[src/rtl/reg_arb_pkg.sv]
`default_nettype none
// ============================================================================
// Module   : reg_arb_pkg
// Brief    : Shared types and default sizing for the register write arbiter.
// Revision : 1.0 - initial release
// ============================================================================
package reg_arb_pkg;

    localparam int c_NREQ_DEFAULT  = 4;
    localparam int c_WIDTH_DEFAULT = 8;

    typedef enum logic [0:0] {
        IDLE  = 1'b0,
        GRANT = 1'b1
    } arb_state_t;

endpackage : reg_arb_pkg
`default_nettype wire

[src/rtl/reg_wr_arbiter_rr_pick.sv]
`default_nettype none
// ============================================================================
// Module   : rr_pick
// Brief    : Combinational round-robin picker; first eligible index at or
//            above ptr, wrapping from NREQ-1 back to 0.
// Revision : 1.0 - initial release
// ============================================================================
module rr_pick
    import reg_arb_pkg::*;
#(
    parameter int NREQ  = c_NREQ_DEFAULT,
    parameter int PTR_W = $clog2(NREQ)
) (
    input  logic [NREQ-1:0]  eligible,
    input  logic [PTR_W-1:0] ptr,
    output logic [NREQ-1:0]  winner,
    output logic [PTR_W-1:0] index,
    output logic             valid
);

    logic [PTR_W:0] w_cand;

    always_comb begin
        winner = '0;
        index  = '0;
        valid  = 1'b0;
        w_cand = '0;
        for (int i = 0; i < NREQ; i++) begin
            // One spare bit so ptr+i can exceed NREQ-1 before the modulo fold.
            w_cand = {1'b0, ptr} + (PTR_W+1)'(i);
            if (w_cand >= (PTR_W+1)'(NREQ)) begin
                w_cand = w_cand - (PTR_W+1)'(NREQ);
            end
            if (!valid && eligible[w_cand[PTR_W-1:0]]) begin
                valid                      = 1'b1;
                index                      = w_cand[PTR_W-1:0];
                winner[w_cand[PTR_W-1:0]]  = 1'b1;
            end
        end
    end

endmodule : rr_pick
`default_nettype wire

[src/rtl/reg_wr_arbiter.sv]
`default_nettype none
// ============================================================================
// Module   : reg_wr_arbiter
// Brief    : Round-robin arbiter granting NREQ requesters write access to one
//            shared register; two cycles per write (IDLE -> GRANT).
// Revision : 1.0 - initial release
// ============================================================================
module reg_wr_arbiter
    import reg_arb_pkg::*;
#(
    parameter int NREQ  = c_NREQ_DEFAULT,
    parameter int WIDTH = c_WIDTH_DEFAULT
) (
    input  logic                  clk,
    input  logic                  rst,
    input  logic [NREQ-1:0]       req,
    input  logic [NREQ*WIDTH-1:0] wdata,
    output logic [NREQ-1:0]       gnt,
    output logic [NREQ-1:0]       ack,
    output logic [WIDTH-1:0]      q,
    output logic                  busy
);

    localparam int PTR_W = $clog2(NREQ);

    arb_state_t       r_state;
    logic [NREQ-1:0]  r_gnt;
    logic [NREQ-1:0]  r_ack;
    logic [WIDTH-1:0] r_q;
    logic [PTR_W-1:0] r_ptr;

    logic [NREQ-1:0]  w_eligible;
    logic [NREQ-1:0]  w_win_oh;
    logic [PTR_W-1:0] w_unused_win_idx;
    logic             w_win_valid;
    logic [WIDTH-1:0] w_gnt_lane;
    logic [PTR_W-1:0] w_gnt_idx;
    logic             w_gnt_req;

    // A requester acked this cycle is masked so it cannot be re-granted at once.
    assign w_eligible = req & ~r_ack;

    // The grant is kept one-hot, so the picker's index output is not needed.
    rr_pick #(
        .NREQ  (NREQ),
        .PTR_W (PTR_W)
    ) u_pick (
        .eligible (w_eligible),
        .ptr      (r_ptr),
        .winner   (w_win_oh),
        .index    (w_unused_win_idx),
        .valid    (w_win_valid)
    );

    always_comb begin
        w_gnt_lane = '0;
        w_gnt_idx  = '0;
        for (int i = 0; i < NREQ; i++) begin
            if (r_gnt[i]) begin
                w_gnt_lane = wdata[i*WIDTH +: WIDTH];
                w_gnt_idx  = PTR_W'(i);
            end
        end
    end

    assign w_gnt_req = |(req & r_gnt);

    always_ff @(posedge clk) begin
        if (rst) begin
            r_state <= IDLE;
            r_gnt   <= '0;
            r_ack   <= '0;
            r_q     <= '0;
            r_ptr   <= '0;
        end else begin
            r_ack <= '0;
            case (r_state)
                IDLE: begin
                    r_gnt <= w_win_oh;
                    if (w_win_valid) begin
                        r_state <= GRANT;
                    end
                end
                GRANT: begin
                    r_gnt   <= '0;
                    r_state <= IDLE;
                    // A dropped request aborts: no write, no ack, ptr held.
                    if (w_gnt_req) begin
                        r_q   <= w_gnt_lane;
                        r_ack <= r_gnt;
                        r_ptr <= (w_gnt_idx == PTR_W'(NREQ-1)) ? '0 : w_gnt_idx + PTR_W'(1);
                    end
                end
                default: begin
                    r_state <= IDLE;
                    r_gnt   <= '0;
                end
            endcase
        end
    end

    assign gnt  = r_gnt;
    assign ack  = r_ack;
    assign q    = r_q;
    assign busy = (r_state == GRANT);

endmodule : reg_wr_arbiter
`default_nettype wire

[config.mk]
export PLATFORM = sky130hd
export DESIGN_NAME = reg_wr_arbiter
export DESIGN_NICKNAME = d
export VERILOG_FILES = /design/src/rtl/reg_arb_pkg.sv /design/src/rtl/reg_wr_arbiter_rr_pick.sv /design/src/rtl/reg_wr_arbiter.sv
export SDC_FILE = /design/constraint.sdc
export NUM_CORES = 1
export LEC_CHECK = 0
export ABC_CLOCK_PERIOD_IN_PS = 3100
export CAP_MARGIN = 20
export CELL_PAD_IN_SITES_DETAIL_PLACEMENT = 1
export CELL_PAD_IN_SITES_GLOBAL_PLACEMENT = 2
export CORE_ASPECT_RATIO = 0.5
export CORE_MARGIN = 1
export CORE_UTILIZATION = 23
export DETAILED_ROUTE_END_ITERATION = 6
export GPL_ROUTABILITY_DRIVEN = 1
export PLACE_DENSITY = 0.89
export SYNTH_ARGS = -nofsm -noshare
export SYNTH_HDL_FRONTEND = slang
export SYNTH_SLANG_ARGS = --single-unit
export TNS_END_PERCENT = 30
[constraint.sdc]
create_clock -name clk -period 3.1 [get_ports clk]
set_clock_uncertainty 0.15 [all_clocks]
set_input_delay 0.62 -clock clk [delete_from_list [all_inputs] [get_ports clk]]
set_output_delay 0.62 -clock clk [all_outputs]
set_load 0.02 [all_outputs]
### Yosys cells after proc, flatten, opt, wreduce, memory -nomap -nowiden

Index checks and enable logic that the tools add are counted.

| storage, ports and cells | value |
|---|---|
| output and inout bits | 17 |
| register bits after elaboration | 19 |
| logic and storage cells | 86 |

| operators by class | value |
|---|---|
| reductions and logical operators | 13 |
| $lt $le $gt $ge | 12 |
| eq/ne operators | 1 |
| multiplexer cells | 39 |
| add/subtract/negate cells | 8 |
| bitwise gates (word level) | 8 |

Operator list:

| operator | number |
|---|---|
| 8-bit two-way mux | 4 |
| 4-bit two-way mux | 4 |
| 1-bit two-way mux | 14 |
| 2-bit two-way mux | 7 |
| 2-bit by 3-bit < comparator with 1-bit output (second input constant) | 4 |
| 4-bit bitwise OR | 3 |
| 3-bit >= comparator (second input constant) | 3 |
| 4-bit bitwise AND | 2 |
| 1-bit binary-select mux with 2-bit select | 4 |
| 1-bit demux with 2-bit select | 4 |
| 2-bit by 1-bit >= comparator with 1-bit output (second input constant) | 4 |
| 4-bit case mux with 2 select lines | 1 |
| 2-bit by 1-bit subtractor with 2-bit output (second input constant) | 4 |
| 1-bit logical AND | 7 |
| 2-bit by 2-bit adder with 3-bit output (second input constant) | 2 |
| 4-bit NOT | 1 |
| 4-bit OR reduction | 1 |
| 2-bit by 1-bit adder with 3-bit output (second input constant) | 1 |
| 2-bit by 3-bit >= comparator with 1-bit output (second input constant) | 1 |
| 1-bit logical NOT | 3 |
| 3-bit OR reduction | 1 |
| 2-bit by 1-bit adder with 2-bit output (second input constant) | 1 |
| 2-bit equality test (second input constant) | 1 |
| 1-bit NOT | 2 |
| other kinds (2) | 2 |

### Logic depth before layout (Yosys ltp)

| logic depth | value |
|---|---|
| depth in word-level cells | 16 |
| depth in mapped cells | 6 |
| gate-level depth less buffers | 6 |

### Cells and area by module

Synthesis repeated with hierarchy kept, for this count alone.

| second synthesis, totals | value |
|---|---|
| cells, all modules | 156 |
| area, all modules | 1438.9 um^2 |

By module, submodules not included:

| module | seq. area each (um^2) | area an instance (um^2) | cells each | times used |
|---|---|---|---|---|
| reg_wr_arbiter | 380.4 | 1017.2 | 111 | 1 |
| rr_pick | 0.0 | 421.7 | 45 | 1 |

### Worst setup path after synthesis

OpenSTA, ideal clock, no wires.

| timing path | value |
|---|---|
| path kind | flip-flop to flip-flop |
| start | register r_ptr[0] |
| end | register r_gnt[1], in the netlist gnt[1] |
| path buffers | 0 |
| arrival time | 2.018 ns |
| cell stages (with the launch flop) | 7 |
| period minus slack after synthesis | 2.251 ns |
| setup time | 0.083 ns |
| data required time | 2.867 ns |
| slack | 0.849 ns |
| cells stage by stage | dfxtp_1 -> inv_1 -> ha_1 -> or3_4 -> a2111oi_4 -> a31oi_2 -> o221ai_1 |

| between the ends | value |
|---|---|
| word-level cells in the longest chain between the ends | 15 |

Ends and longest elaborated chain:

| element | line | source |
|---|---|---|
| start, declared | reg_wr_arbiter.sv:30 | `logic [PTR_W-1:0] r_ptr;` |
| start signal, assigned | reg_wr_arbiter.sv:91 | `r_ptr <= (w_gnt_idx == PTR_W'(NREQ-1)) ? '0 : w_gnt_idx + PTR_W'(1);` |
| parallel branches: the longest is 13 deep, another holds 2-bit by 1-bit adder with 3-bit output | - |  |
| 4-bit two-way mux (*) | reg_wr_arbiter_rr_pick.sv:34 | `if (!valid && eligible[w_cand[PTR_W-1:0]]) begin` |
| 4-bit case mux with 2 select lines (*) | reg_wr_arbiter.sv:77 | `case (r_state)` |
| end signal, assigned | reg_wr_arbiter.sv:79 | `r_gnt <= w_win_oh;` |
| end, declared | reg_wr_arbiter.sv:27 | `logic [NREQ-1:0] r_gnt;` |

Mark *: on every way between the ends. The select of a mux whose other input is x is not followed.
A chain may end at the register's enable or synchronous reset.

### Worst setup path after layout

| timing path | value |
|---|---|
| start | input port req[0] |
| end | register r_gnt[1], in the netlist gnt[1] |

| between the ends | value |
|---|---|
| word-level cells in the longest chain between the ends | 14 |

Ends and longest elaborated chain:

| element | line | source |
|---|---|---|
| start, declared | reg_wr_arbiter.sv:16 | `input logic [NREQ-1:0] req,` |
| 4-bit bitwise AND (*) | reg_wr_arbiter.sv:41 | `assign w_eligible = req & ~r_ack;` |
| 1-bit binary-select mux with 2-bit select | reg_wr_arbiter_rr_pick.sv:34 |  |
| 1-bit two-way mux (implied by the code) | reg_wr_arbiter_rr_pick.sv:34 |  |
| 1-bit two-way mux | reg_wr_arbiter_rr_pick.sv:34 |  |
| 1-bit logical NOT | reg_wr_arbiter_rr_pick.sv:34 |  |
| 1-bit logical AND | reg_wr_arbiter_rr_pick.sv:34 |  |
| 1-bit two-way mux | reg_wr_arbiter_rr_pick.sv:34 |  |
| 1-bit logical NOT | reg_wr_arbiter_rr_pick.sv:34 |  |
| 1-bit logical AND | reg_wr_arbiter_rr_pick.sv:34 |  |
| 1-bit two-way mux | reg_wr_arbiter_rr_pick.sv:34 |  |
| 1-bit logical NOT | reg_wr_arbiter_rr_pick.sv:34 |  |
| 1-bit logical AND | reg_wr_arbiter_rr_pick.sv:34 |  |
| 4-bit two-way mux (*) | reg_wr_arbiter_rr_pick.sv:34 |  |
| 4-bit case mux with 2 select lines (*) | reg_wr_arbiter.sv:77 |  |

Mark *: on every way between the ends. The rest lies on a longest branch, timed or not. The select of a mux whose other input is x is not followed.

==> out/metrics.yaml <==
synth:
  synthTopCellsByArea: "dfxtp_1 30%, nor3_1 7.6%, ha_1 7.0%"
  syn_inst: 151
  synth_area_um2: 1260
  synth-xor-area-share: 0
  synthAdderAreaFrac: 0.0697
  synthSimpleGateAreaFrac: 0.321
  synth_fp_nets: 196
  synth_edf_count: 0
  yosys.area.top_type: "dfxtp_1"
  synth_mux_area_frac: 0.0359
  ys_ff_latch: 19
  yosysTopAreaCellShare: 0.303
  synth_seq_area_share: 0.303
  synth.distinct_cells: 32
  synthFlopType: "dfxtp_1"
  ys_async_sr_fraction: 0
  synth_commonest_cells: "19 x dfxtp_1, 19 x nor3_1, 15 x nor2_1"
  synth_area_per_cell_um2: 8.32
  synth_compound_area_frac: 0.236
  synth_top_family_by_area: "simple AND/OR/NAND/NOR gates"
  ys.warnings.count: 0
route:
  first_pass_iters: 4
  wl_per_cell_um: 15.9
  drc: 0
  ant_nets: 0
  vias: 1376
  drt_iter0_markers: 39
  viasPerCell: 4.95
  drt_wl_total_um: 4430
clocking:
  cts_sinks: 19
  cts_tree: "built"
  ctsResizeCount: 0
  clk_pin_slew_worst_paths_ns: 0.08
  htree_num_levels: 1
  numCtsBuffers: 3
  postCtsHoldBufs: 0
  clockBufferDepth: 2
  post_cts.repair.setup_buffers: 0
  clk_latency_ns: 0.26
  cts-root-buf: "clkbuf_8"
placed_design:
  gp_congestion: 0.821
  dp.cells: 274
  io_buffers: 54
  hpwlAfterDp_um: 3400
setup_path:
  start_kind: "input pin"
  cp_data_required_time_ns: 3.07
  critical_path_class: "input pin to flop"
  crit_fanout: 7
  cp-end-kind: "flop"
  crit_arrival_ns: 2.35
run_status:
  status: "completed"
global_routing:
  grt_usage: 0.153
  grt_pass1_vias: 1343
  grt_start_max_net_pins: 22
  grt_overflow: 0
  antenna_found_initial: 0
  grt_pass1_wl_um: 6840
pwr:
  pwr-share-clk: 0.289
  p_int_uw: 443
  ir_drop_mv: 0.156
  power_frac_seq: 0.417
  switching_share: 0.295
  power_switching_uw: 185
  p_per_area_nw_per_um2: 321
  leakagePower_uw: 0.000682
  combPwrFrac: 0.294
cells_and_area:
  areaGrowthSynthToFinish_pct: 55.8
  stdcell_count: 278
  antenna_cells: 0
  drive_gt1_frac: 0.0962
  nets: 254
die:
  core_um2: 5090
  io_pins: 55
  die_w_um: 107
  start_util: 0.247
  die_y_um: 54.3
  die_area_um2: 5780
  rows: 18
timing:
  fmax_mhz: 421
  rsz0062_at_grt: "false"
  setup-violations-final: 0
  worst_pin_slew_ns: 0.522
  final.period_utilization: 0.767
  report.final.slew_viol_count: 0
  period_needed_ns: 2.38
  timing.slew.headroom: 0.651
  hold_viol: 0
  tns_ns: 0
job:
  drv_cap: 0
worst_hold_path:
  hp-class: "flop to flop"
[per-stage QoR]
stage               hold slack [ns]  cell area, µm²  power, µW  utilization  setup WS [ns]
finish                        0.353            1960        628        0.384          0.723
detailed placement            0.342            1910        452        0.375          0.455
floorplan                     0.410            1260        356            -          0.849
CTS                           0.355            1960        633        0.384          0.734
global placement              0.328            1910        448        0.375          0.562
global route                  0.371            1960        656        0.384          0.664
[cell type report]
type	count	area (µm²)
Fill cell	630	3130
Multi-Input combinational cell	121	832
Timing Repair Buffer	62	601
Sequential cell	19	380
Tap cell	70	87.6
Clock buffer	3	41.3
Clock inverter	1	7.51
Inverter	2	7.51
[cells in the final DEF, fill, tap and decap left out, drive strengths merged, types with 3 or more instances in the layout]
cell type,netlist,layout
buf,2,8
ha,7,7
nor2b,12,12
dfxtp,19,19
a21oi,5,5
a221oi,7,7
clkdlybuf4s50,0,54
nor3,19,19
nand2b,4,4
a31oi,3,3
nand3,9,9
clkbuf,7,3
nand2,9,9
a211oi,7,7
and2,5,5
o221ai,4,4
nor2,15,15
[flip-flops by register name, summed over array words and instances, names as in the netlist]
name	cells
r_ptr	2
ack	4
gnt	4
busy	1
q	8
[cells by family (layout without fill, tap and decap cells)]
logic type | count (synthesis) | count (layout)
flip-flops | 19 | 19
adder cells (fa/ha/maj) | 7 | 7
buffers and inverters | 11 | 68
AO/OA/AOI/OAI | 36 | 36
AND/OR/NAND/NOR | 76 | 76
multiplexers | 2 | 2
[power groups by stage]
stage | logic (µW) | clock network, µW | registers, µW
3_3_place_gp | 181 | 0 | 267
3_5_place_dp | 185 | 0 | 267
5_1_grt | 199 | 193 | 263
6_report | 184 | 182 | 262
2_1_floorplan | 76.8 | 0 | 280
4_1_cts | 186 | 185 | 262
[routing by layer]
metal	global-route usage	vias to the layer above	part of all wire
met4	0.0274	0	0.0023
met5	0	-	0
met2	0.285	17	0.51
li1	-	674	-
met1	0.198	683	0.47
met3	0.0190	2	0.015
[critical path, stage by stage]
cell and delay (ns):
clkdlybuf4s50_1 0.50, nor2b_1 0.40, mux4_2 0.40, nor2_1 0.08, a32oi_1 0.17, o221ai_1 0.17
[worst paths after layout]
kind	from	endpoint	slack [ns]	cells after the start
worst max-delay path	req[0]	gnt[1]	0.72	6
worst min-delay path	q[4]	q[4]	0.35	2
worst max register to register	r_ptr[0]	gnt[1]	0.92	6
worst min register to register	q[4]	q[4]	0.35	2
Note: power is estimated with default switching activity, not from simulation.
